===== config.mk =====
export PLATFORM = sky130hd
export DESIGN_NAME = mini_cpu_mc
export DESIGN_NICKNAME = d
export VERILOG_FILES = /design/src/rtl/mini_cpu_mc.sv
export SDC_FILE = /design/constraint.sdc
export NUM_CORES = 1
export LEC_CHECK = 0
export ABC_AREA = 0
export ABC_CLOCK_PERIOD_IN_PS = 3400
export CAP_MARGIN = 20
export CORE_ASPECT_RATIO = 1.4
export CORE_MARGIN = 1
export CORE_UTILIZATION = 45
export CTS_BUF_LIST = sky130_fd_sc_hd__clkbuf_8
export DETAILED_ROUTE_END_ITERATION = 12
export GPL_ROUTABILITY_DRIVEN = 1
export PLACE_DENSITY_LB_ADDON = 0.08
export REMOVE_ABC_BUFFERS = 1
export SETUP_SLACK_MARGIN = 0.1
export SLEW_MARGIN = 20
export SYNTH_ARGS = -nofsm -noshare
export SYNTH_HDL_FRONTEND = slang
export SYNTH_SLANG_ARGS = --single-unit

===== constraint.sdc =====
create_clock -name clk -period 3.4 [get_ports clk]
set_input_delay 0.51 -clock clk [delete_from_list [all_inputs] [get_ports clk]]
set_output_delay 0.51 -clock clk [all_outputs]
set_load 0.01 [all_outputs]

===== src/rtl/mini_cpu_mc.sv =====
// mini_cpu_mc: multi-cycle mini processor with IDLE/FETCH/EXEC control,
// req/ack instruction fetch, logic ops, Z/C flags, branches, HALT/start
// control, a retire strobe and a combinational debug register read port.
module mini_cpu_mc #(
  parameter int unsigned DATA_W = 8,
  parameter int unsigned NREGS  = 4,
  parameter int unsigned PC_W   = 8
) (
  input  logic              clk,
  input  logic              rst,
  input  logic              start,
  output logic              imem_req,
  output logic [PC_W-1:0]   imem_addr,
  input  logic              imem_ack,
  input  logic [15:0]       imem_data,
  output logic              halted,
  output logic              retire,
  output logic              flag_z,
  output logic              flag_c,
  input  logic [2:0]        dbg_sel,
  output logic [DATA_W-1:0] dbg_data
);

  localparam int unsigned RIDX_W = $clog2(NREGS);

  typedef enum logic [1:0] {
    S_IDLE,
    S_FETCH,
    S_EXEC
  } state_e;

  typedef enum logic [3:0] {
    OP_ADD  = 4'd0,
    OP_SUB  = 4'd1,
    OP_AND  = 4'd2,
    OP_OR   = 4'd3,
    OP_XOR  = 4'd4,
    OP_LDI  = 4'd5,
    OP_BRZ  = 4'd6,
    OP_JMP  = 4'd7,
    OP_HALT = 4'd8
  } op_e;

  state_e              state_q, state_d;
  logic [PC_W-1:0]     pc_q, pc_d;
  logic [15:0]         ir_q, ir_d;
  logic                z_q, z_d;
  logic                c_q, c_d;
  logic [DATA_W-1:0]   regs_q [NREGS];

  op_e                 opcode;
  logic [RIDX_W-1:0]   rd_idx, rs1_idx, rs2_idx, dbg_idx;
  logic [DATA_W-1:0]   op_a, op_b;
  logic [31:0]         imm32;
  logic [DATA_W-1:0]   imm_data;
  logic [PC_W-1:0]     imm_pc;
  logic [DATA_W:0]     sum_w, diff_w;
  logic [DATA_W-1:0]   alu_res;
  logic                alu_c, alu_wr;
  logic                rf_we;
  logic [DATA_W-1:0]   rf_wdata;
  logic                unused_bits;

  // Instruction field decode; register indices keep only their low bits.
  assign opcode  = op_e'(ir_q[15:12]);
  assign rd_idx  = ir_q[9 +: RIDX_W];
  assign rs1_idx = ir_q[6 +: RIDX_W];
  assign rs2_idx = ir_q[3 +: RIDX_W];
  assign dbg_idx = dbg_sel[RIDX_W-1:0];

  // imm8 is zero-extended through 32 bits, then cut to the target width,
  // which covers both the widening and the truncating parameterisations.
  assign imm32    = {24'd0, ir_q[7:0]};
  assign imm_data = imm32[DATA_W-1:0];
  assign imm_pc   = imm32[PC_W-1:0];

  assign op_a = (rs1_idx == '0) ? '0 : regs_q[rs1_idx];
  assign op_b = (rs2_idx == '0) ? '0 : regs_q[rs2_idx];

  // Top bit of the widened sum is the carry; of the widened difference, the borrow.
  assign sum_w  = {1'b0, op_a} + {1'b0, op_b};
  assign diff_w = {1'b0, op_a} - {1'b0, op_b};

  assign dbg_data  = (dbg_idx == '0) ? '0 : regs_q[dbg_idx];
  assign imem_addr = pc_q;
  assign flag_z    = z_q;
  assign flag_c    = c_q;

  assign unused_bits = ^{dbg_sel, ir_q, imm32};

  // State register.
  always_ff @(posedge clk or posedge rst) begin
    if (rst) state_q <= S_IDLE;
    else     state_q <= state_d;
  end

  // Next-state logic: start only matters in IDLE, ack only in FETCH.
  always_comb begin
    state_d = state_q;
    case (state_q)
      S_IDLE:  if (start)    state_d = S_FETCH;
      S_FETCH: if (imem_ack) state_d = S_EXEC;
      S_EXEC:  state_d = (opcode == OP_HALT) ? S_IDLE : S_FETCH;
      default: state_d = S_IDLE;
    endcase
  end

  // Moore outputs decoded from the current state.
  always_comb begin
    imem_req = (state_q == S_FETCH);
    halted   = (state_q == S_IDLE);
    retire   = (state_q == S_EXEC);
  end

  // ALU result for the register-register opcodes.
  always_comb begin
    alu_res = '0;
    alu_c   = 1'b0;
    alu_wr  = 1'b0;
    case (opcode)
      OP_ADD: begin alu_res = sum_w[DATA_W-1:0];  alu_c = sum_w[DATA_W];  alu_wr = 1'b1; end
      OP_SUB: begin alu_res = diff_w[DATA_W-1:0]; alu_c = diff_w[DATA_W]; alu_wr = 1'b1; end
      OP_AND: begin alu_res = op_a & op_b; alu_wr = 1'b1; end
      OP_OR:  begin alu_res = op_a | op_b; alu_wr = 1'b1; end
      OP_XOR: begin alu_res = op_a ^ op_b; alu_wr = 1'b1; end
      default: ;
    endcase
  end

  // Datapath next state: instruction latch in FETCH, pc/flags/writeback in EXEC.
  always_comb begin
    ir_d     = ir_q;
    pc_d     = pc_q;
    z_d      = z_q;
    c_d      = c_q;
    rf_we    = 1'b0;
    rf_wdata = alu_res;
    if (state_q == S_FETCH && imem_ack) ir_d = imem_data;
    if (state_q == S_EXEC) begin
      pc_d = pc_q + PC_W'(1);
      // Flags follow the computed result even when the write to R0 is dropped.
      if (alu_wr) begin
        rf_we = 1'b1;
        z_d   = (alu_res == '0);
        c_d   = alu_c;
      end
      case (opcode)
        OP_LDI: begin rf_we = 1'b1; rf_wdata = imm_data; end
        OP_BRZ: if (z_q) pc_d = imm_pc;
        OP_JMP: pc_d = imm_pc;
        default: ;
      endcase
    end
  end

  // Datapath registers.
  always_ff @(posedge clk or posedge rst) begin
    if (rst) begin
      pc_q <= '0;
      ir_q <= '0;
      z_q  <= 1'b0;
      c_q  <= 1'b0;
    end else begin
      pc_q <= pc_d;
      ir_q <= ir_d;
      z_q  <= z_d;
      c_q  <= c_d;
    end
  end

  // Register file; R0 is never written so it stays at its reset value of 0.
  always_ff @(posedge clk or posedge rst) begin
    if (rst) begin
      regs_q <= '{default: '0};
    end else if (rf_we && rd_idx != '0) begin
      regs_q[rd_idx] <= rf_wdata;
    end
  end

endmodule


Yosys cells after proc, flatten, opt, wreduce, memory -nomap -nowiden
Index checks and enable logic that the tools add are counted.
{ "totals": {"ff_bits": 60} }
{ "classes": {"n_addsub": 3, "n_lt_le_gt_ge": 5, "n_eq_ne": 12, "n_mux": 29, "n_bitwise": 7, "n_reduce_logical": 13} }
{ "op_table": {"columns": ["cell", "count"], "rows": [
  ["8-bit two-way mux", 13],
  ["8-bit binary-select mux with 2-bit select", 3],
  ["8-bit one-hot mux with 5 select lines", 1],
  ["32-bit bitwise mux", 1],
  ["8-bit demux with 2-bit select", 1],
  ["4-bit by 3-bit == test with 1-bit output (second input constant)", 4],
  ["8-bit one-hot mux with 2 select lines", 1],
  ["3-bit greater-or-equal comparator (second input constant)", 4],
  ["2-bit inverter with 3-bit output", 4],
  ["8-bit by 8-bit adder with 9-bit output", 1],
  ["8-bit by 8-bit subtractor with 9-bit output", 1],
  ["8-bit by 1-bit adder with 8-bit output (second input constant)", 1],
  ["8-bit AND", 1],
  ["4-bit by 2-bit == test with 1-bit output (second input constant)", 2],
  ["2-bit zero test", 4],
  ["8-bit zero test", 1],
  ["8-bit bitwise OR", 1],
  ["8-bit bitwise XOR", 1],
  ["2-bit one-hot mux with 3 select lines", 1],
  ["1-bit two-way mux", 5],
  ["5-bit OR reduction", 1],
  ["4-bit by 1-bit == test with 1-bit output (second input constant)", 1],
  ["4-bit == test (second input constant)", 1],
  ["4-bit zero test", 1],
  ["other kinds (10)", 14]
]} }

Longest topological paths before layout
{ "logic_depth": {"depth_word": 10, "ltp_mapped": 13, "mapped_depth_nobuf": 12} }

Worst setup path before layout
No wires, ideal clock.
{ "synth_path": {"kind": "reg2reg", "from": "register ir_q[4]", "to": "register regs_q[14] (netlist bit)", "t_arrival_ns": 3.032, "path_slack_ns": 0.243, "path_stages_with_launch": 12, "path_buffers": 1, "synth_period_minus_slack_ns": 3.157, "cell_sequence": "dfrtp_1 > clkbuf_1 > mux2_2 > a22oi_1 > inv_1 > fa_1 > o21ai_0 > a31oi_1 > xnor2_1 > a221oi_2 > nand2_1 > mux2_2"} }
{ "synth_between": {"elab_chain_len": 10} }
{ "synth_rtl": {"columns": ["element", "line_no", "rtl"], "rows": [
  ["from (decl)", "46", "logic [15:0] ir_q, ir_d;"],
  ["from (signal assigned)", "165", "ir_q <= ir_d;"],
  ["2-bit inverter with 3-bit output (not written as such)", "78", "assign op_b = (rs2_idx == '0) ? '0 : regs_q[rs2_idx];"],
  ["8-bit binary-select mux with 2-bit select", "78", null],
  ["8-bit two-way mux (not written as such) (2 in a row)", "78", null],
  ["8-bit two-way mux *", "78", null],
  ["8-bit by 8-bit subtractor with 9-bit output (tied with other cells)", "82", "assign diff_w = {1'b0, op_a} - {1'b0, op_b};"],
  ["8-bit one-hot mux with 5 select lines *", "120", "case (opcode)"],
  ["8-bit two-way mux", "147", "case (opcode)"],
  ["8-bit two-way mux *", "139", "if (state_q == S_EXEC) begin"],
  ["32-bit bitwise mux *", "176", "regs_q[rd_idx] <= rf_wdata;"],
  ["to (signal, indexed assignment)", "176", null],
  ["to (decl)", "49", "logic [DATA_W-1:0] regs_q [NREGS];"]
]} }
Mark *: on every way between the ends. The rest lies on a longest branch, timed or not. The select of a mux whose other input is x is not followed.
A chain may end at the register's enable or synchronous reset.

Worst setup path after layout
{ "layout_path": {"from": "register ir_q[6]", "to": "register regs_q[23] (netlist bit)"} }
{ "layout_between": {"elab_chain_len": 10} }
{ "layout_rtl": {"columns": ["element", "line_no", "rtl"], "rows": [
  ["2-bit inverter with 3-bit output (not written as such)", "77", "assign op_a = (rs1_idx == '0) ? '0 : regs_q[rs1_idx];"],
  ["8-bit binary-select mux with 2-bit select", "77", null],
  ["8-bit two-way mux (not written as such) (2 in a row)", "77", null],
  ["8-bit two-way mux *", "77", null],
  ["8-bit by 8-bit subtractor with 9-bit output (tied with other cells)", "82", null],
  ["8-bit one-hot mux with 5 select lines *", "120", null],
  ["8-bit two-way mux", "147", null],
  ["8-bit two-way mux *", "139", null],
  ["32-bit bitwise mux *", "176", null]
]} }
Marks and branches as above.

==> impl_metrics.yaml <==
cells_and_area:
  mostFrequentLayoutCell: "nand2_1"
  drive_gt1_frac: 0.224
  diodes: 0
  nFillCells: 732
  seqCellArea_um2: 1250
  multi_input_area_um2: 2430
  syn_to_final_growth_pct: 25.6
  design_area_um2: 4790
  nNetsFinal: 549
  mostFrequentLayoutCells: "76 x nand2_1, 48 x dfrtp_1, 40 x clkdlybuf4s50_1, 39 x buf_4, 36 x mux2_2"
cts:
  cts_inserted_buffers: 5
  clkTransAtPathRegs_ps: 90
  htreeDepth: 2
  clock_latency_ps: 320
  cts_root_buffer: "clkbuf_8"
  cts_hold_buf: 0
  cts.path.max_buffers: 2
  cts_tree: "built"
  clock_sinks: 50
sta:
  drv_slew: 0
  fmax_mhz: 314
  hold_violations: 0
  tightest_slew_ps: 886
  fin_crit_ps: 3190
  period_share: 0.938
  finalSetupViolCount: 0
  hold_ws_ps: 487
  fin_skew_ps: 6.52
  tns_ps: 0
  setup_slack_ps: 212
  rsz0062_at_grt: "yes"
  maxSlewHeadroom: 0.409
logic_synthesis:
  ys_warn_count: 0
  synthCells: 439
  async_flop_share: 1.00
  synthTopCellsByArea: "dfrtp_1 33%, mux2_2 11%, ha_1 8.5%"
  synth_top_area_frac: 0.328
  avgSynthCellArea_um2: 8.68
  ys_seq_area_frac: 0.328
  ys.flop_type: "dfrtp_1"
  synth_cell_types: 55
  synth_edf_count: 0
  synth.ff_latch_count: 50
  synth_top_cell_by_area: "dfrtp_1"
  synthesis.area_um2: 3810
critical_path:
  cp_num_cells: 12
  rr_endpoint: "regs_q[23]"
  worstPathCellList: "buf_4 -> mux2_2 -> a22o_1 -> buf_4 -> ha_4 -> nor3b_2 -> nor3_2 -> or4_4 -> mux2i_1 -> nand4_1 -> a21o_2 -> mux2_2"
  start_kind: "register"
  cp.arrival_ps: 3400
  regToRegSetupSlack_ps: 210
  slowest_stage: "dfrtp_2"
  ff2ff_path_depth: 12
  max_stage_delay_ps: 440
  critPathRequiredTime_ps: 3610
  cp_top_family: "simple AND/OR/NAND/NOR gates"
  r2r_start: "ir_q[6]"
  cp_max_fo: 6
  path_class: "register to register"
  cp_num_buf_inv: 2
  worstSetupStartpoint: "ir_q[6]"
  critPathCaptureType: "register"
global_routing:
  grtUsageTotal: 0.251
  grt_pass1_wl_mm: 17.3
  overflow: 0
  grt_max_degree: 51
  grt_pass1_vias: 3361
  antenna_found_initial: 0
drt:
  antenna_left: 0
  drtPass1Iterations: 4
  post_drt_via_cell_ratio: 5.69
  vias: 3418
  remaining_drc_errors: 0
  drt-total-wl_mm: 10.3
  first_iter_violations: 157
  post_drt_wl_per_cell_um: 17.1
placed_design:
  io_buffers: 40
  dp_hpwl_mm: 7.82
  post_dp_cell_area_um2: 4510
  place_ws_ps: -3.58
  gp_congestion: 0.865
die:
  die_w_um: 79.8
  pin_count: 44
  dieArea_um2: 8850
  floorplan.initialDensity: 0.465
  core_region_area_um2: 8200
  die_h_um: 111
  core.rowCount: 39
hold_path:
  min_from: "flag_c"
  min_to: "flag_c"
  hp-class: "register to register"
  holdPathStages: 2
power:
  powerDensity_nw_per_um2: 689
  ir_drop_mv: 0.480
  leakage_nw: 2.22
status:
  status: "finished, final reports clean"
run:
  max_cap_violations: 0
## synthesized netlist by cell type, types with 2 or more instances
cell type / n
mux2_2: 36
o221ai_1: 4
a31oi_1: 3
a221oi_1: 2
nor3_1: 7
ha_1: 26
a22oi_1: 9
nand3b_1: 4
mux2i_1: 6
xnor2_1: 3
a21oi_1: 20
dfrtp_1: 50
o311ai_0: 2
fa_1: 2
inv_1: 33
nand2_1: 76
nand4_1: 2
a211oi_1: 3
nor3b_1: 3
or3_1: 2
clkbuf_1: 19
a22o_1: 18
o21ai_0: 38
nor4_1: 4
nor2_1: 11
o22ai_1: 2
a21o_1: 3
and3_1: 2
nor2b_1: 8
buf_2: 8
o211ai_1: 3
nand3_1: 7
## cells by family (layout without fill, tap and decap cells)
| group | count (synthesis) | count (layout) | share of synthesized area |
|---|---|---|---|
| adders and majority gates | 28 | 28 | 0.0958 |
| xor gates and xnor gates | 4 | 4 | 0.00919 |
| DFF | 50 | 50 | 0.328 |
| and+or+nand+nor | 132 | 132 | 0.165 |
| buffers and inverters | 61 | 121 | 0.0647 |
| AOI/OAI and AO/OA | 122 | 122 | 0.215 |
| muxes | 42 | 42 | 0.122 |
## metal layers
metal | vias to the layer above | share of wire | GRT usage
met5 | - | 0 | 0
li1 | 1679 | - | -
met3 | 16 | 0.036 | 0.0272
met1 | 1641 | 0.43 | 0.323
met2 | 82 | 0.52 | 0.434
met4 | 0 | 0.020 | 0.0798
## worst max path at each step
stage	slack, ps	end
2_1_floorplan	170	regs_q[6]
3_3_place_gp	40	regs_q[23]
3_5_place_dp	-4	regs_q[23]
4_1_cts	120	regs_q[12]
5_1_grt	90	regs_q[14]
6_report	210	regs_q[23]
## state kept, by name, indices dropped and copies added, names as in the netlist
register / cells
regs_q: 24
imem_addr: 8
ir_q: 14
flag_z: 1
flag_c: 1
state_q: 2
## power breakdown
| group | total, W | switching (W) | internal [W] |
|---|---|---|---|
| clock | 0.000527 | 0.000213 | 0.000314 |
| combinational | 0.00172 | 0.000912 | 0.000808 |
| sequential | 0.00106 | 0.000275 | 0.000780 |
## repair_timing
item | CTS | global route
resized for setup | 5 | 19
pin swaps | 0 | 2
buffers inserted | 0 | 3
setup endpoints to repair | 13 | 13
## tightest hold or removal path: cells and delay by family, from the launching register on
kind            cells  cell delay [ps]
simple gates        1               40
compound gates      1               60
flops               1              350
## cell type report
class | instances | area share
Clock buffer | 6 | 0.0172
Clock inverter | 2 | 0.0125
Inverter | 33 | 0.0261
Multi-Input combinational cell | 328 | 0.507
Sequential cell | 50 | 0.262
Tap cell | 102 | 0.0266
Timing Repair Buffer | 80 | 0.149
## per-stage QoR
stage                util  power (W)  cells
floorplan               -    0.00192    411
global placement    0.550    0.00264    590
detailed placement  0.550    0.00267    590
CTS                 0.570    0.00322    598
global route        0.584    0.00353    601
finish              0.584    0.00330    601
(Power assumes the default switching activity.)
